<file path="src/rtl/demux1_2_pair.sv">
// demux1_2_pair: rebuilds A/B word pairs from a sel-tagged muxed stream
// and presents each completed pair on a valid/ready output handshake.
//
// Ports:
//   clk, rst_n    clock, async active-low reset
//   in_valid      input word valid
//   sel           channel tag of din (0 = A, 1 = B)
//   din[w:1]      muxed data word
//   in_ready      word accepted this cycle (comb, low in reset)
//   out_ready     downstream consumes the pair this cycle
//   out_valid     outA/outB hold a complete pair
//   outA, outB    recovered channel words
//   seq_err       one-cycle pulse on a tag-order violation
//   pair_cnt[7:0] pairs delivered, wraps 255 -> 0
module demux1_2_pair #(
  parameter int w = 4
) (
  input  logic         clk,
  input  logic         rst_n,
  input  logic         in_valid,
  input  logic         sel,
  input  logic [w:1]   din,
  output logic         in_ready,
  input  logic         out_ready,
  output logic         out_valid,
  output logic [w:1]   outA,
  output logic [w:1]   outB,
  output logic         seq_err,
  output logic [7:0]   pair_cnt
);

  typedef enum logic [1:0] {
    EMPTY  = 2'd0,
    HAVE_A = 2'd1,
    FULL   = 2'd2
  } state_t;

  state_t state;

  logic is_full;
  logic acc;
  logic acc_a;
  logic acc_b;
  logic dlv;

  assign is_full = (state == FULL);

  // In FULL a new word can only enter on the edge
  // that also drains the pending pair.
  always_comb begin
    in_ready = 1'b0;
    if (rst_n) begin
      in_ready = is_full ? out_ready : 1'b1;
    end
  end

  assign acc   = in_valid && in_ready;
  assign acc_a = acc && !sel;
  assign acc_b = acc && sel;
  assign dlv   = out_valid && out_ready;

  always_ff @(posedge clk or negedge rst_n) begin
    if (!rst_n) begin
      state     <= EMPTY;
      out_valid <= 1'b0;
      seq_err   <= 1'b0;
      pair_cnt  <= 8'd0;
      outA      <= '0;
      outB      <= '0;
    end else begin
      seq_err <= 1'b0;
      unique case (1'b1)
        (state == EMPTY): begin
          if (acc_a) begin
            outA  <= din;
            state <= HAVE_A;
          end else if (acc_b) begin
            seq_err <= 1'b1;
          end
        end
        (state == HAVE_A): begin
          if (acc_b) begin
            outB      <= din;
            out_valid <= 1'b1;
            state     <= FULL;
          end else if (acc_a) begin
            outA    <= din;
            seq_err <= 1'b1;
          end
        end
        (state == FULL): begin
          if (dlv) begin
            pair_cnt  <= pair_cnt + 8'd1;
            out_valid <= 1'b0;
            state     <= EMPTY;
            if (acc_a) begin
              outA  <= din;
              state <= HAVE_A;
            end else if (acc_b) begin
              seq_err <= 1'b1;
            end
          end
        end
        default: begin
          state     <= EMPTY;
          out_valid <= 1'b0;
        end
      endcase
    end
  end

endmodule

</file>
<file path="config.mk">
export PLATFORM = sky130hd
export DESIGN_NAME = demux1_2_pair
export DESIGN_NICKNAME = d
export VERILOG_FILES = /design/src/rtl/demux1_2_pair.sv
export SDC_FILE = /design/constraint.sdc
export NUM_CORES = 1
export LEC_CHECK = 0
export BUFFER_PORTS_ARGS = -buffer_cell sky130_fd_sc_hd__buf_2
export CAP_MARGIN = 15
export CORE_ASPECT_RATIO = 1.75
export CORE_MARGIN = 1
export CORE_UTILIZATION = 39
export DETAILED_ROUTE_END_ITERATION = 10
export MAX_ROUTING_LAYER = met4
export PLACE_DENSITY = 0.72
export SLEW_MARGIN = 20
export SYNTH_ARGS = -nofsm -noshare
export SYNTH_HDL_FRONTEND = slang
export SYNTH_SLANG_ARGS = --single-unit
</file>
<file path="constraint.sdc">
create_clock -name clk -period 3.16 [get_ports clk]
set_input_delay 0.158 -clock clk [delete_from_list [all_inputs] [get_ports clk]]
set_output_delay 0.158 -clock clk [all_outputs]
set_load 0.02 [all_outputs]
</file>
## Word level (Yosys, flattened, before mapping)

Cells that the tools add are included.
W data, S select, Z words.

| storage, ports and cells | value |
|---|---|
| register bits after elaboration | 20 |
| word-level logic and storage cells | 46 |
| input bits | 9 |
| output and inout port bits | 19 |

| operators by class | value |
|---|---|
| eq/ne operators | 6 |
| add/subtract/negate cells | 1 |
| mux-type cells | 20 |
| bitwise operators | 1 |
| reductions and logical operators | 12 |

Operator list:

| cell | number |
|---|---|
| $mux W4 | 3 |
| $pmux W4 S3 | 1 |
| $mux W1 | 10 |
| $reduce_and A3 Y1 | 3 |
| $add A8 B1 Y8 const B | 1 |
| $mux W2 | 3 |
| $ne A2 B2 Y1 const B | 3 |
| $pmux W1 S3 | 2 |
| $pmux W2 S3 | 1 |
| $logic_and A1 B1 Y1 | 4 |
| $reduce_and A2 Y1 | 2 |
| $reduce_bool A3 Y1 | 1 |
| $eq A2 B1 Y1 const B | 1 |
| $eq A2 B2 Y1 const B | 1 |
| $logic_not A2 Y1 | 1 |
| $ne A2 B1 Y1 const B | 1 |
| $logic_not A1 Y1 | 1 |
| $not A1 Y1 | 1 |

## Logic depth before layout (Yosys ltp)

Gate-level depths: netlist (run 1).

| depth | value |
|---|---|
| word-level depth | 9 |
| gate-level depth with buffers | 4 |
| gate-level depth less buffers | 4 |

## Least setup slack after synthesis (run 1)

No wires, ideal clock.

| timing | value |
|---|---|
| path type | register to register |
| start | register out_valid |
| end | register outA[1] (netlist bit) |
| path buffers | 0 |
| required time | 3.033 ns |
| path slack | 1.509 ns |
| setup time | 0.127 ns |
| arrival | 1.524 ns |
| stages on the path, launching flop included | 4 |
| period minus slack after synthesis | 1.651 ns |
| path through | dfrtp_1 -> nand4b_4 -> a2111oi_4 -> mux2_1 |

| between the ends | value |
|---|---|
| cells in the longest elaborated chain, start to end | 3 |

Ends and longest elaborated chain:

| what | RTL line | RTL |
|---|---|---|
| from (decl) | 25 | `output logic out_valid,` |
| from (signal assigned) | 65 | `out_valid <= 1'b0;` |
| from (signal assigned) | 84 | `out_valid <= 1'b1;` |
| from (signal assigned) | 94 | `out_valid <= 1'b0;` |
| $logic_and A1 B1 Y1 | 60 | `assign dlv = out_valid && out_ready;` |
| $ne A2 B1 Y1 (no source line) | -- |  |
| $reduce_and A3 Y1 (no source line) | -- |  |
| to (signal assigned) | 75 | `outA <= din;` |
| to (signal assigned) | 87 | `outA <= din;` |
| to (signal assigned) | 97 | `outA <= din;` |
| to (decl) | 26 | `output logic [w:1] outA,` |

Every way passes these cells.
A chain may end at the register's enable or synchronous reset.

## Final worst setup path (run 1)

| timing | value |
|---|---|
| start | input rst_n |
| end | register outA[4] (netlist bit) |

| between the ends | value |
|---|---|
| cells in the longest elaborated chain, start to end | 6 |
| elaborated cells between the ends (all ways) | 10 |
| those cells by class | eq/ne (1); mux (5); reduce/logical (4) |

Ends and longest elaborated chain:

| what | RTL line | RTL |
|---|---|---|
| from (decl) | 19 | `input logic rst_n,` |
| $mux W1 (*) | 52 | `if (rst_n) begin` |
| $logic_and A1 B1 Y1 (*) | 57 | `assign acc = in_valid && in_ready;` |
| $logic_and A1 B1 Y1 | 58 | `assign acc_a = acc && !sel;` |
| $mux W4 | -- |  |
| $mux W4, on equally long branches | -- |  |
| $pmux W4 S3 | -- |  |

Mark *: on every way between the ends. The rest lies on a longest branch, timed or not. The select of a mux whose other input is x is not followed.

==> run metrics, run 1 <==
status=completed; hold path cells=2; DRT antenna net count=0; Crit Path Class=in -> reg; io pins=28; Reg2Reg Setup Slack=about 1.3 ns; iteration-0 DRC count of the detailed router=16; RSZ-0062 raised after global routing=no; Die Height=65.8 um; Max-Slew Margin vs Limit=68.9%; core area=0.00215 mm^2; clk sink count=20; CTS root buf=clkbuf_4; Layout fillers=205; Worst-Skew Late Latency=0.29 ns; largest net degree at the start of global routing=24; FF-to-FF Start=state[1]; # port buffers=27; Syn Area/Cell=roughly 13 um^2; Synth top cells by count=20 x dfrtp_1, 5 x inv_1, 5 x mux2_2, 5 x xor2_1; worst-margin pin slew=0.466 ns; data required time of the worst path=3.34 ns; Initial Util=a little over two fifths; Hold Crit Start=din[3]; nets=around 110; synthesis-stage register bit count=20; row count=22; Post-synth ARST share=100%; total number of vias=approximately 640; Mapped Cells=71; drt first pass iters=4; HPWL after DPL=approximately 1200 um; total leakage power=0.560 nW; drt wl/cell=12.7 um; antenna cells=0; vias in the first global route=600; Worst Reg-to-Reg Cells=3; crit path max fanout=23; EDFF count, synth=0; fin crit share=62.7%; Hold Path End=outA[3]; most frequent cell after synthesis=dfrtp_1; finished layout cell area=0.00109 mm^2; Fin. Hold Viols=0; largest cells by area after synthesis=dfrtp_1 55%, mux2_2 6.2%, mux2_1 5.0%; Die Width=approximately 38 um; Post-Syn Area=907 um^2; CTS max path bufs=2; top-area cell type share of the netlist area=about 55%; syn_nets=81; Fmax=505 MHz; post-route clock skew=0.00166 ns; Seq/Total Area, Yosys=55.2%; Final setup viols=0; antenna violations before repair=0; Num CTS Buffers=3; Ys Warns=0; Most used DFF post-synth=dfrtp_1; DIE AREA=0.00253 mm^2; Synth area leader=dfrtp_1; placed inst area=between 0.001 and 0.0015 mm^2; Via density=~5; Worst IR Drop VDD=0.349 mV; WP data arrival=2.16 ns; total power=0.000733 W; crit end category=flop; GR Util All Layers=14.7%; share of layout cells above drive strength 1=39.6%; max-slew violations=0; Final Critical Period=slightly below 2 ns; TritonCTS clock tree=built; setup bufs post-CTS=0; area grow syn2layout=20.6%; Worst Setup Start Kind=input port; H-tree Lvls=1; Routed WL=1590 um; Max-cap violations=0; DRC=0; global-route wire length before repair=2510 um; Final TNS setup=0 ns; GRT overflow=0; Synth cell types=27; RePlAce Congestion=0.757; CTS clk-pin slew, worst paths=0.10 ns; Reg-to-Reg End=outA[4]; Power Density=roughly 670 mW/mm^2; Hold Crit Class=in -> reg
==> layout make-up <==
| class | instances | area [um^2] | share of cell area, % |
|---|---|---|---|
| flip-flops and latches | 20 | 500 | 45.8 |
| multi-input cells | 45 | 377 | 34.4 |
| repair buffers | 28 | 145 | 13.3 |
| well taps | 24 | 30.0 | 2.75 |
| clock buffers | 3 | 22.5 | 2.06 |
| inverters | 5 | 18.8 | 1.72 |
==> cells in the final DEF (no fill, tap or decap), drive strengths merged, types with 2 or more instances in the layout <==
cell    instances
nor3            2
mux2            9
buf            27
inv             5
nand3           3
dfrtp          20
nor2            4
xor2            5
xnor2           2
nand2           4
clkbuf          3
==> worst max-delay path by stage <==
stage	slack (ns)	start	end	depth (start not counted)
finish	1.18	rst_n	outA[4]	5
global route	1.03	rst_n	outA[1]	5
CTS	1.10	rst_n	outA[4]	5
detailed placement	1.32	state[1]	outA[4]	3
global placement	1.39	state[1]	outA[2]	3
floorplan	1.51	out_valid	outA[1]	3
==> stage by stage <==
stage	instances	hold slack (ns)	setup slack [ns]	util [%]
floorplan	71	-0.138	1.51	-
global placement	121	0.135	1.39	49.4
detailed placement	121	0.142	1.32	49.4
CTS	125	0.0836	1.10	50.9
global route	125	0.0709	1.03	50.9
finish	125	0.0917	1.18	50.9
==> cell families (layout without fill, tap and decap cells) <==
family                   Yosys count  in the layout  synth area share [%]
adder cells (fa/ha/maj)            1              1                  1.38
buffers and inverters              6             36                  3.31
multiplexers                      10             10                  12.3
AND/OR/NAND/NOR                   21             21                  13.9
AO/OA/AOI/OAI                      6              6                  7.17
flip-flops                        20             20                  55.2
XOR/XNOR                           7              7                  6.76
==> layer usage <==
layer	share of wire [%]	global-route usage [%]	vias to the layer above
met5	0	-	-
met4	1.4	10.3	0
met3	5.2	3.03	2
met2	53	21.8	26
met1	41	17.1	304
li1	-	-	309
==> worst max-delay path: stages <==
cell	delay (ns)
dlygate4sd3_1	0.52
buf_2	0.40
nand2_1	0.26
a2111oi_4	0.46
mux2_1	0.37
==> registers in the layout (all words and copies together) (netlist names) <==
| name | flops |
|---|---|
| pair_cnt | 8 |
| seq_err | 1 |
| outA | 4 |
| state | 2 |
| out_valid | 1 |
| outB | 4 |
==> where the power goes <==
group          internal, W  total (W)  switching, W
clock network    0.0000443   0.000113     0.0000687
registers         0.000319   0.000371     0.0000523
logic             0.000106   0.000249      0.000143
total             0.000469   0.000733      0.000264
==> timing repair <==
action,CTS,global route
endpoints found under the setup margin,0,0
endpoints found under the hold margin,20,0
resized for setup,0,0
hold buffers,1,0
Power figures use the tool's default switching activity.
==> run 2: changes to the inputs <==
Clock period 3.16 ns to 1.9 ns, I/O delays scaled along.
==> run 2 against run 1 <==
Compared with the run above:
- non-clock buffer count grew 3
- via count increased by 0.94%
- final area grew 3.3%
- clock-buffer cell count up 1
- clock skew decreased by 0.00054 ns
- wire length up 5.7%
- critical path depth shrank 2
- die area did not move
- critical path type is now reg -> reg
- largest cell class unchanged
==> run metrics, run 2 (same netlist as run 1, synthesis figures left out) <==
Final Critical Period=1.68 ns; TritonCTS clock tree=built; total leakage power=a little under 0.6 nW; max reg flops=8; nets=116; Worst IR Drop VDD=0.608 mV; GRT overflow=0; WL met2=884 um; area grow syn2layout=24.6%; fin crit share=88.3%; worst-margin pin slew=~0.48 ns; met3 WL=66 um; top flop regs=pair_cnt (8), outA (4), outB (4); Fmax=around 600 MHz; Max-cap violations=0; global-route wire length before repair=2860 um; Die Height=65.8 um; routed length on met1=between 700 and 800 um; CTS clk-pin slew, worst paths=0.11 ns; DRT antenna net count=0; Final TNS setup=0 ns; Die Width=38.5 um; GR Util All Layers=16.6%; crit path max fanout=8; largest net degree at the start of global routing=14; Fin. Hold Viols=0; CTS root buf=clkbuf_4; Hold Crit Class=in -> reg; io pins=28; RSZ-0062 raised after global routing=no; HPWL after DPL=1290 um; CTS max path bufs=2; data required time of the worst path=2.09 ns; setup bufs post-CTS=0; status=completed; clk sink count=20; Worst Setup Start Kind=flop; Via density=5.02; # port buffers=27; Worst Reg-to-Reg Cells=3; core area=around 0.0021 mm^2; crit end category=flop; largest reg by FF count=pair_cnt; share of layout cells above drive strength 1=41.9%; antenna cells=0; WP data arrival=1.86 ns; antenna violations before repair=0; commonest non-fill, non-tap cell in the layout=buf_2; DRC=0; DR top layer=met4; hold buffer count at cts=1; DIE AREA=roughly 0.0025 mm^2; post-route clock skew=0.00112 ns; Max-Slew Margin vs Limit=68.0%; Initial Util=42.2%; Num CTS Buffers=3; Power Density=1140 mW/mm^2; most frequent cells in the layout=27 x buf_2, 20 x dfrtp_1, 5 x inv_1, 5 x mux2_2, 5 x xor2_1; row count=22; vias in the first global route=657; max-slew violations=0; total number of vias=647; RePlAce Congestion=0.710; drt first pass iters=3; Final setup viols=0; drt wl/cell=about 13 um; H-tree Lvls=1; Crit Path Class=reg -> reg; hold path cells=2; iteration-0 DRC count of the detailed router=8; Worst-Skew Late Latency=0.29 ns; Routed WL=1680 um; cts repair resizes=0; final core occ=between 50 and 60%
[run 2: final cells by class]
cell class / instances / area (um^2)
fill: 208 / 1020
sequential: 20 / 500
multi-input combinational: 45 / 377
timing repair buffer: 31 / 168
clock buffer: 4 / 36.3
tap: 24 / 30.0
inverter: 5 / 18.8
[run 2: where the power goes]
group / leakage [nW] / internal [W] / switching, W / total [W]
Sequential: 0.248 / 0.000530 / 0.0000824 / 0.000613
Clock: 0.0210 / 0.000117 / 0.000128 / 0.000244
Combinational: 0.312 / 0.000181 / 0.000248 / 0.000428
[run 2: critical path, cell delays in order (launching register included)]
cell	delay (ns)
dfrtp_1	0.47
nand4b_4	0.22
a2111oi_4	0.49
mux2_1	0.38
[run 2: path summary, 6_finish.rpt]
| kind | start | end | slack, ns |
|---|---|---|---|
| max | state[0] | outA[4] | 0.22 |
| min | din[2] | outA[2] | 0.02 |
| max reg2reg | state[0] | outA[4] | 0.22 |
| min reg2reg | pair_cnt[7] | pair_cnt[7] | 0.47 |
| max in group asynchronous | rst_n | outA[4] | 1.31 |
| min in group asynchronous | rst_n | pair_cnt[5] | 0.17 |
[run 2: through the flow]
stage	total power [W]	hold slack [ns]	setup slack, ns	std cells	area [um^2]
final	0.00129	0.0196	0.223	129	1130
after CTS	0.00130	0.0125	0.206	129	1130
after global placement	0.00104	-0.0345	0.294	124	1080
after detailed placement	0.00105	-0.0352	0.223	124	1080
after global routing	0.00137	0.0141	0.128	129	1130
after floorplan	0.000894	-0.201	0.249	71	907
[run 2: per-layer routing]
layer | vias up | global-route usage [%]
met5 | - | -
met4 | 0 | 7.76
met3 | 4 | 3.03
met2 | 18 | 25.0
met1 | 310 | 21.4
li1 | 315 | -
==> run 3: changes to the inputs <==
Settings changed: CORE_ASPECT_RATIO 1.75 to not set, CORE_UTILIZATION 39 to 49, PLACE_DENSITY 0.72 to 0.85.
==> run 3 against run 2 <==
Compared with the run above:
- maximum frequency down 1.8%
- combinational power down 2%
- worst hold slack better by 0.0039 ns
- setup slack worse by 0.031 ns
- die area down 20%
- critical path depth unchanged
- wire length down 6.9%
- sequential share of layout area up 0.25 points
- first-iteration DRC count down 63%
==> run metrics, run 3 (same netlist as run 1, synthesis figures left out) <==
DRT antenna net count=0; max reg flops=8; Hold Crit Class=in -> reg; drt first pass iters=4; data required time of the worst path=2.08 ns; area grow syn2layout=23.9%; Power Density=1130 mW/mm^2; Worst-Skew Late Latency=0.29 ns; Num CTS Buffers=3; worst-margin pin slew=0.451 ns; Crit Path Class=reg -> reg; H-tree Lvls=1; Die Width=45.0 um; HPWL after DPL=1230 um; total leakage power=0.576 nW; post-route clock skew=between 0.009 and 0.01 ns; DIE AREA=about 0.0020 mm^2; Via density=4.87; GR Util All Layers=a little under a fifth; core area=between 0.0015 and 0.002 mm^2; most frequent cells in the layout=27 x buf_2, 20 x dfrtp_1, 5 x inv_1, 5 x mux2_2, 5 x xor2_1; CTS root buf=clkbuf_4; crit path max fanout=9; RSZ-0062 raised after global routing=no; top flop regs=pair_cnt (8), outA (4), outB (4); max-slew violations=0; Die Height=45.0 um; Fin. Hold Viols=0; Routed WL=1570 um; crit end category=flop; row count=15; TritonCTS clock tree=built; DRC=0; non-filler cells, final=between 100 and 150; Worst Setup Start Kind=flop; largest net degree at the start of global routing=21; global-route wire length before repair=2540 um; clk sink count=20; total power=0.00127 W; WP data arrival=1.88 ns; dpl cells=124; total number of vias=approximately 630; CTS max path bufs=2; nets=around 120; Max-cap violations=0; vias in the first global route=555; Final Critical Period=1.71 ns; io pins=28; commonest non-fill, non-tap cell in the layout=buf_2; largest reg by FF count=pair_cnt; Worst IR Drop VDD=0.713 mV; share of layout cells above drive strength 1=41.3%; Initial Util=52.5%; iteration-0 DRC count of the detailed router=3; Fmax=585 MHz; drt wl/cell=12.1 um; status=completed; antenna cells=0; antenna violations before repair=0; RePlAce Congestion=0.703; fin crit share=about nine tenths; setup bufs post-CTS=0; Final TNS setup=0 ns; Max-Slew Margin vs Limit=between 60% and 70%; # port buffers=27; CTS clk-pin slew, worst paths=0.11 ns; Final setup viols=0; GRT overflow=0
[run 3: cell types whose count changed in the layout (fill, tap and decap cells not counted)]
cell,before,now
buf_4,3,2
[run 3: worst paths after layout]
check | endpoint | slack, ns | from | depth (start not counted)
max in group asynchronous | pair_cnt[5] | 1.35 | rst_n | 3
max reg2reg | outA[2] | 0.19 | state[1] | 3
max | outA[2] | 0.19 | state[1] | 3
min in group asynchronous | state[0] | 0.11 | rst_n | 2
min reg2reg | pair_cnt[7] | 0.47 | pair_cnt[7] | 1
min | outA[3] | 0.02 | din[3] | 2
[run 3: power by group]
part,internal (W),total (W),switching [W]
clock,0.000117,0.000236,0.000119
combinational,0.000177,0.000420,0.000243
sequential,0.000530,0.000616,0.0000858
total,0.000825,0.00127,0.000448
[run 3: area by class of cell]
type,count,area (um^2)
Timing Repair Buffer,30,160
Clock buffer,4,36.3
Tap cell,25,31.3
Inverter,5,18.8
Fill cell,141,603
Multi-Input combinational cell,45,377
Sequential cell,20,500
[run 3: timing repair]
action	4_1_cts	5_1_grt
gates resized for setup	0	0
hold buffers	1	0
endpoints found under the hold margin	20	0
[run 3: through the flow]
stage | setup slack [ns] | hold WS [ns] | utilization (%) | instance area [um^2]
floorplan | 0.249 | -0.201 | - | 907
global placement | 0.276 | -0.0966 | 62.4 | 1080
detailed placement | 0.217 | -0.0962 | 62.4 | 1080
CTS | 0.192 | 0.0246 | 65.1 | 1120
global route | 0.103 | 0.0154 | 65.1 | 1120
finish | 0.192 | 0.0234 | 65.1 | 1120
[run 3: routing by layer]
metal  track usage (%)  up-vias  wire length, um
li1                  -      318                -
met1              25.4      291              761
met2              26.4       17              729
met3              3.60        2               59
met4              9.09        0               18
met5                 -        -                0
[run 3: worst max-delay path: stages (launching register included)]
cell	delay, ns
dfrtp_1	0.56
nand4b_4	0.16
a2111oi_4	0.50
mux2_1	0.37
